--- src/rtl/multiword_add_sequencer.sv ---
// Multi-word add/subtract sequencer.
// A single N-bit ripple-carry slice, built from fa cells, is reused once per
// word, least-significant word first. The carry between words lives in a
// register. Valid/ready handshakes are used on both the request side and the
// result side.

module fa (
    input  logic a,
    input  logic b,
    input  logic ci,
    output logic s,
    output logic co
);
    assign s  = a ^ b ^ ci;
    assign co = (a & b) | (ci & (a ^ b));
endmodule

module multiword_add_sequencer #(
    parameter int N     = 5,
    parameter int WORDS = 4
) (
    input  logic               clk,
    input  logic               rst,
    input  logic               start_valid,
    output logic               start_ready,
    input  logic [N*WORDS-1:0] op_a,
    input  logic [N*WORDS-1:0] op_b,
    input  logic               cin,
    input  logic               sub,
    output logic               res_valid,
    input  logic               res_ready,
    output logic [N*WORDS-1:0] res_sum,
    output logic               res_cout,
    output logic               res_ovf,
    output logic               busy
);
    localparam int W  = N * WORDS;
    localparam int IW = (WORDS > 1) ? $clog2(WORDS) : 1;

    typedef enum logic [1:0] {
        IDLE = 2'd0,
        RUN  = 2'd1,
        DONE = 2'd2
    } state_t;

    state_t          state_r;
    state_t          next_state_s;

    // Operand A and the pre-conditioned operand B (inverted for subtract).
    logic [W-1:0]    a_r;
    logic [W-1:0]    bx_r;
    logic [W-1:0]    sum_r;
    logic            carry_r;
    logic            cout_r;
    logic            ovf_r;
    logic [IW-1:0]   idx_r;

    logic            accept_s;
    logic            run_s;
    logic            last_s;
    int              idx_int_s;
    logic [N-1:0]    a_word_s;
    logic [N-1:0]    b_word_s;
    logic [N-1:0]    slice_sum_s;
    logic [N:0]      c_s;

    // The index is held below WORDS, so the part selects stay in range.
    assign last_s    = (idx_r == IW'(WORDS - 1));
    assign idx_int_s = int'(idx_r);
    assign a_word_s  = a_r[idx_int_s*N +: N];
    assign b_word_s  = bx_r[idx_int_s*N +: N];

    // Shared ripple-carry slice. The carry into it comes from the carry register.
    assign c_s[0] = carry_r;
    for (genvar i = 0; i < N; i++) begin : g_slice
        fa u_fa (
            .a  (a_word_s[i]),
            .b  (b_word_s[i]),
            .ci (c_s[i]),
            .s  (slice_sum_s[i]),
            .co (c_s[i+1])
        );
    end

    // State register.
    always_ff @(posedge clk or posedge rst) begin
        if (rst) begin
            state_r <= IDLE;
        end else begin
            state_r <= next_state_s;
        end
    end

    // Next-state logic and the per-cycle datapath strobes.
    always_comb begin
        next_state_s = state_r;
        accept_s     = 1'b0;
        run_s        = 1'b0;
        case (state_r)
            IDLE: begin
                if (start_valid) begin
                    accept_s     = 1'b1;
                    next_state_s = RUN;
                end else begin
                    next_state_s = IDLE;
                end
            end
            RUN: begin
                run_s = 1'b1;
                if (last_s) begin
                    next_state_s = DONE;
                end else begin
                    next_state_s = RUN;
                end
            end
            DONE: begin
                // A start request here is ignored; it is taken once the block is back in IDLE.
                if (res_ready) begin
                    next_state_s = IDLE;
                end else begin
                    next_state_s = DONE;
                end
            end
            default: begin
                next_state_s = IDLE;
            end
        endcase
    end

    // Operand capture, word-by-word accumulation and final flag capture.
    always_ff @(posedge clk or posedge rst) begin
        if (rst) begin
            a_r     <= {W{1'b0}};
            bx_r    <= {W{1'b0}};
            sum_r   <= {W{1'b0}};
            carry_r <= 1'b0;
            cout_r  <= 1'b0;
            ovf_r   <= 1'b0;
            idx_r   <= {IW{1'b0}};
        end else if (accept_s) begin
            // Subtract is computed as A + ~B + ~cin. The borrow-in becomes an inverted carry-in.
            a_r     <= op_a;
            bx_r    <= sub ? ~op_b : op_b;
            carry_r <= sub ? ~cin : cin;
            idx_r   <= {IW{1'b0}};
        end else if (run_s) begin
            sum_r[idx_int_s*N +: N] <= slice_sum_s;
            carry_r                 <= c_s[N];
            if (last_s) begin
                cout_r <= c_s[N];
                ovf_r  <= c_s[N-1] ^ c_s[N];
            end else begin
                idx_r <= idx_r + IW'(1);
            end
        end
    end

    assign start_ready = (state_r == IDLE);
    assign res_valid   = (state_r == DONE);
    assign busy        = (state_r != IDLE);
    assign res_sum     = sum_r;
    assign res_cout    = cout_r;
    assign res_ovf     = ovf_r;

endmodule

--- config.mk ---
export PLATFORM = sky130hd
export DESIGN_NAME = multiword_add_sequencer
export DESIGN_NICKNAME = d
export VERILOG_FILES = /design/src/rtl/multiword_add_sequencer.sv
export SDC_FILE = /design/constraint.sdc
export NUM_CORES = 1
export LEC_CHECK = 0
export ABC_AREA = 1
export CAP_MARGIN = 25
export CORE_ASPECT_RATIO = 1.5
export CORE_UTILIZATION = 42
export DETAILED_ROUTE_END_ITERATION = 8
export PLACE_DENSITY = 0.67
export REMOVE_ABC_BUFFERS = 1
export SLEW_MARGIN = 40
export SYNTH_ARGS = -nofsm -noshare
export SYNTH_HDL_FRONTEND = slang
export SYNTH_SLANG_ARGS = --single-unit
--- constraint.sdc ---
create_clock -name clk -period 5.3 [get_ports clk]
set_clock_uncertainty 0.05 [all_clocks]
set_input_delay 0.795 -clock clk [delete_from_list [all_inputs] [get_ports clk]]
set_output_delay 0.795 -clock clk [all_outputs]
set_load 0.005 [all_outputs]
==> impl_metrics.json <==
{
  "num_rows": 40,
  "power_leakage_nw": 2.352,
  "grt_max_degree": 68,
  "ctsLongestPathBuffers": 2,
  "slew-limit-headroom": 0.6066,
  "final_util": 0.5647,
  "path_clk_slew_ns": 0.05,
  "setup_viol_count_final": 0,
  "viasPerCell": 4.739,
  "die_area_um2": 8666,
  "ys_async_sr_fraction": 1.000,
  "avgRoutedWirePerCell_um": 11.73,
  "synth_edf_count": 0,
  "switching_share": 0.4163,
  "post_cts_resized": 0,
  "place_hpwl_um": 5357,
  "finalPower_mw": 2.804,
  "startpoint_type": "flip-flop",
  "cp.arrival_ns": 3.82,
  "grt_overflow": 0,
  "postCtsSetupRepairBufs": 0,
  "ys_seq_elements": 67,
  "yosysWarnings": 0,
  "worstSetupPathType": "reg2reg",
  "status": "finished, final reports clean",
  "cts_buffers": 9,
  "start_util": 0.4348,
  "worstSkewPairLatency_ns": 0.33,
  "slew_viol_final": 0,
  "drt-pass1-iter-count": 4,
  "io_buffer_count": 70,
  "critPathCaptureType": "flip-flop",
  "power_density_nw_per_um2": 620.2,
  "ctsHoldBuffers": 0,
  "grt_pass1_vias": 3005,
  "area_growth_pct": 29.86,
  "place_congestion": 0.8418,
  "fp.dieH_um": 113.5,
  "crit_fanout": 29,
  "startpoint": "idx_r[0]",
  "crit_buf_inv": 6,
  "post-route-period-util": 0.6897,
  "ant_nets": 0,
  "reg2reg_slack_ns": 1.64,
  "grt.total_usage": 0.1863,
  "ir_drop_uv": 273.2,
  "layout.nets": 568,
  "p_clk_frac": 0.208,
  "synth_cell_types": 23,
  "cp.required_ns": 5.46,
  "ys_top_cells_by_area": "dfrtp_1 48%, nand2_1 25%, xor2_1 5.0%",
  "vias": 2938,
  "synth.cell_area_um2": 3482,
  "cts_max_level": 3,
  "cp_top_family": "adder cells",
  "synth_area_leader_cell": "dfrtp_1",
  "first_iter_violations": 81,
  "cp_cell_sequence": "buf_4 > inv_2 > nand2_1 > nand3_1 > nand2_1 > fa_1 > inv_1 > fa_1 > inv_1 > fa_1 > fa_1 > inv_1 > fa_1 > nand3_1 > inv_1 > nand2_1 > nand2_1",
  "critPathMostFrequentCell": "fa_1",
  "cts_tree": "done",
  "worst_pin_slew_ns": 0.5902,
  "cts.sinks": 67,
  "rsz0062_at_grt": "no",
  "avgSynthCellArea_um2": 7.807,
  "hold_class": "reg2reg",
  "fp.coreArea_um2": 8008,
  "drive_gt1_frac": 0.05631,
  "fillCellCount": 779,
  "cp_slowest_cell": "fa_1",
  "synth_ff_type": "dfrtp_1",
  "routed_wl_um": 7275,
  "r2r_start": "idx_r[0]",
  "drc": 0,
  "drv_cap": 0,
  "finalHoldViolCount": 0,
  "grt_pass1_wl_um": 12940,
  "hp-start": "res_sum[15]",
  "dp_cells": 605,
  "max_stage_delay_ns": 0.46,
  "antenna_found_initial": 0,
  "fin_crit_ns": 3.655,
  "tns_ns": 0,
  "synth_top_area_share": 0.4815,
  "switching_power_mw": 1.167,
  "combPwrFrac": 0.479,
  "clock.fmax_mhz": 273.6,
  "dp_slack_ns": 1.654,
  "die_w_um": 76.35,
  "pwr-share-seq": 0.313,
  "seq_area_frac_synth": 0.4815,
  "num_antenna_cells": 0,
  "cts_root_buf": "clkbuf_16",
  "power.internal_mw": 1.637,
  "ioPinCount": 71,
  "synthCells": 446,
  "worst_slack_ns": 1.645,
  "layoutNonFillerInstCount": 620
}
layout by cell type (no fill, tap or decap), types with 2 or more instances in the layout:
cell type / Yosys / routed
buf_4: 5 / 2
inv_1: 25 / 24
nor2_1: 22 / 22
dfrtp_1: 67 / 67
inv_2: 4 / 5
nor2_2: 4 / 4
ha_1: 6 / 6
clkdlybuf4s50_1: 0 / 70
nand3_1: 26 / 26
o211ai_1: 4 / 4
xor2_1: 20 / 20
clkbuf_16: 0 / 9
o21ai_1: 7 / 7
o21ai_0: 4 / 4
nand2_1: 228 / 228
fa_1: 5 / 5
area by class of cell:
class / count / area [µm²] / area share
tap: 105 / 131.4 / 0.02905
multi-input combinational: 331 / 1584 / 0.3503
clock inverter: 4 / 51.30 / 0.01134
sequential: 67 / 1677 / 0.3708
clock buffer: 11 / 242.7 / 0.05368
timing repair buffer: 73 / 726.9 / 0.1608
inverter: 29 / 108.9 / 0.02407
worst reg2reg max path: stages (launching register included):
cell	delay (ns)
dfrtp_1	0.35
buf_4	0.22
inv_2	0.35
nand2_1	0.11
nand3_1	0.09
nand2_1	0.08
fa_1	0.39
inv_1	0.08
fa_1	0.16
inv_1	0.05
fa_1	0.38
fa_1	0.40
inv_1	0.10
fa_1	0.46
nand3_1	0.12
inv_1	0.04
nand2_1	0.05
nand2_1	0.04
metal layers:
| metal | track usage | vias to the layer above | wire (µm) | share of wire |
|---|---|---|---|---|
| met4 | 0.1038 | 0 | 280 | 0.038 |
| li1 | - | 1490 | - | - |
| met1 | 0.2099 | 1339 | 2951 | 0.41 |
| met3 | 0.02640 | 25 | 251 | 0.035 |
| met5 | 0 | - | 0 | 0 |
| met2 | 0.3369 | 84 | 3792 | 0.52 |
cells by family (layout without fill, tap and decap cells):
| logic type | count (synthesis) | after routing | share of synthesized area |
|---|---|---|---|
| adders and majority gates | 11 | 11 | 0.05031 |
| DFF | 67 | 67 | 0.4815 |
| buffers and inverters | 48 | 117 | 0.06360 |
| and+or+nand+nor | 284 | 284 | 0.3277 |
| xor gates and xnor gates | 20 | 20 | 0.05031 |
| AOI/OAI and AO/OA | 16 | 16 | 0.02659 |
per-stage QoR:
step	hold slack, ns	cell area [µm²]
after floorplan	0.3936	3369
final	0.4239	4522
after global placement	0.4113	4224
after detailed placement	0.4142	4224
after CTS	0.4289	4518
after global routing	0.4469	4522
registers in the layout (all words and copies together), names as in the netlist:
register,flops
res_cout,1
idx_r,2
state_r,2
bx_r,20
a_r,20
res_sum,20
carry_r,1
res_ovf,1
power groups by stage:
| stage | Combinational (mW) | Sequential [mW] | Clock (mW) |
|---|---|---|---|
| after global routing | 1.55 | 0.905 | 0.611 |
| after detailed placement | 1.35 | 0.884 | 0 |
| after global placement | 1.31 | 0.884 | 0 |
| after floorplan | 0.901 | 0.865 | 0 |
| after CTS | 1.36 | 0.879 | 0.588 |
| final | 1.34 | 0.877 | 0.582 |
path summary, 6_finish.rpt:
| kind | end | depth (start not counted) |
|---|---|---|
| setup / recovery | res_sum[19] | 17 |
| hold / removal | res_sum[15] | 2 |
| setup reg to reg | res_sum[19] | 17 |
| hold reg to reg | res_sum[15] | 2 |
| max in group asynchronous | a_r[15] | 3 |
| min in group asynchronous | res_sum[16] | 3 |
synthesized netlist by cell type, types with 4 or more instances:
| master | count |
|---|---|
| nand2_1 | 228 |
| dfrtp_1 | 67 |
| nand3_1 | 26 |
| inv_1 | 25 |
| nor2_1 | 22 |
| xor2_1 | 20 |
| buf_2 | 11 |
| o21ai_1 | 7 |
| ha_1 | 6 |
| buf_4 | 5 |
| fa_1 | 5 |
| inv_2 | 4 |
| nor2_2 | 4 |
| o211ai_1 | 4 |
| o21ai_0 | 4 |
No activity file was read; power rests on OpenSTA's default activity.
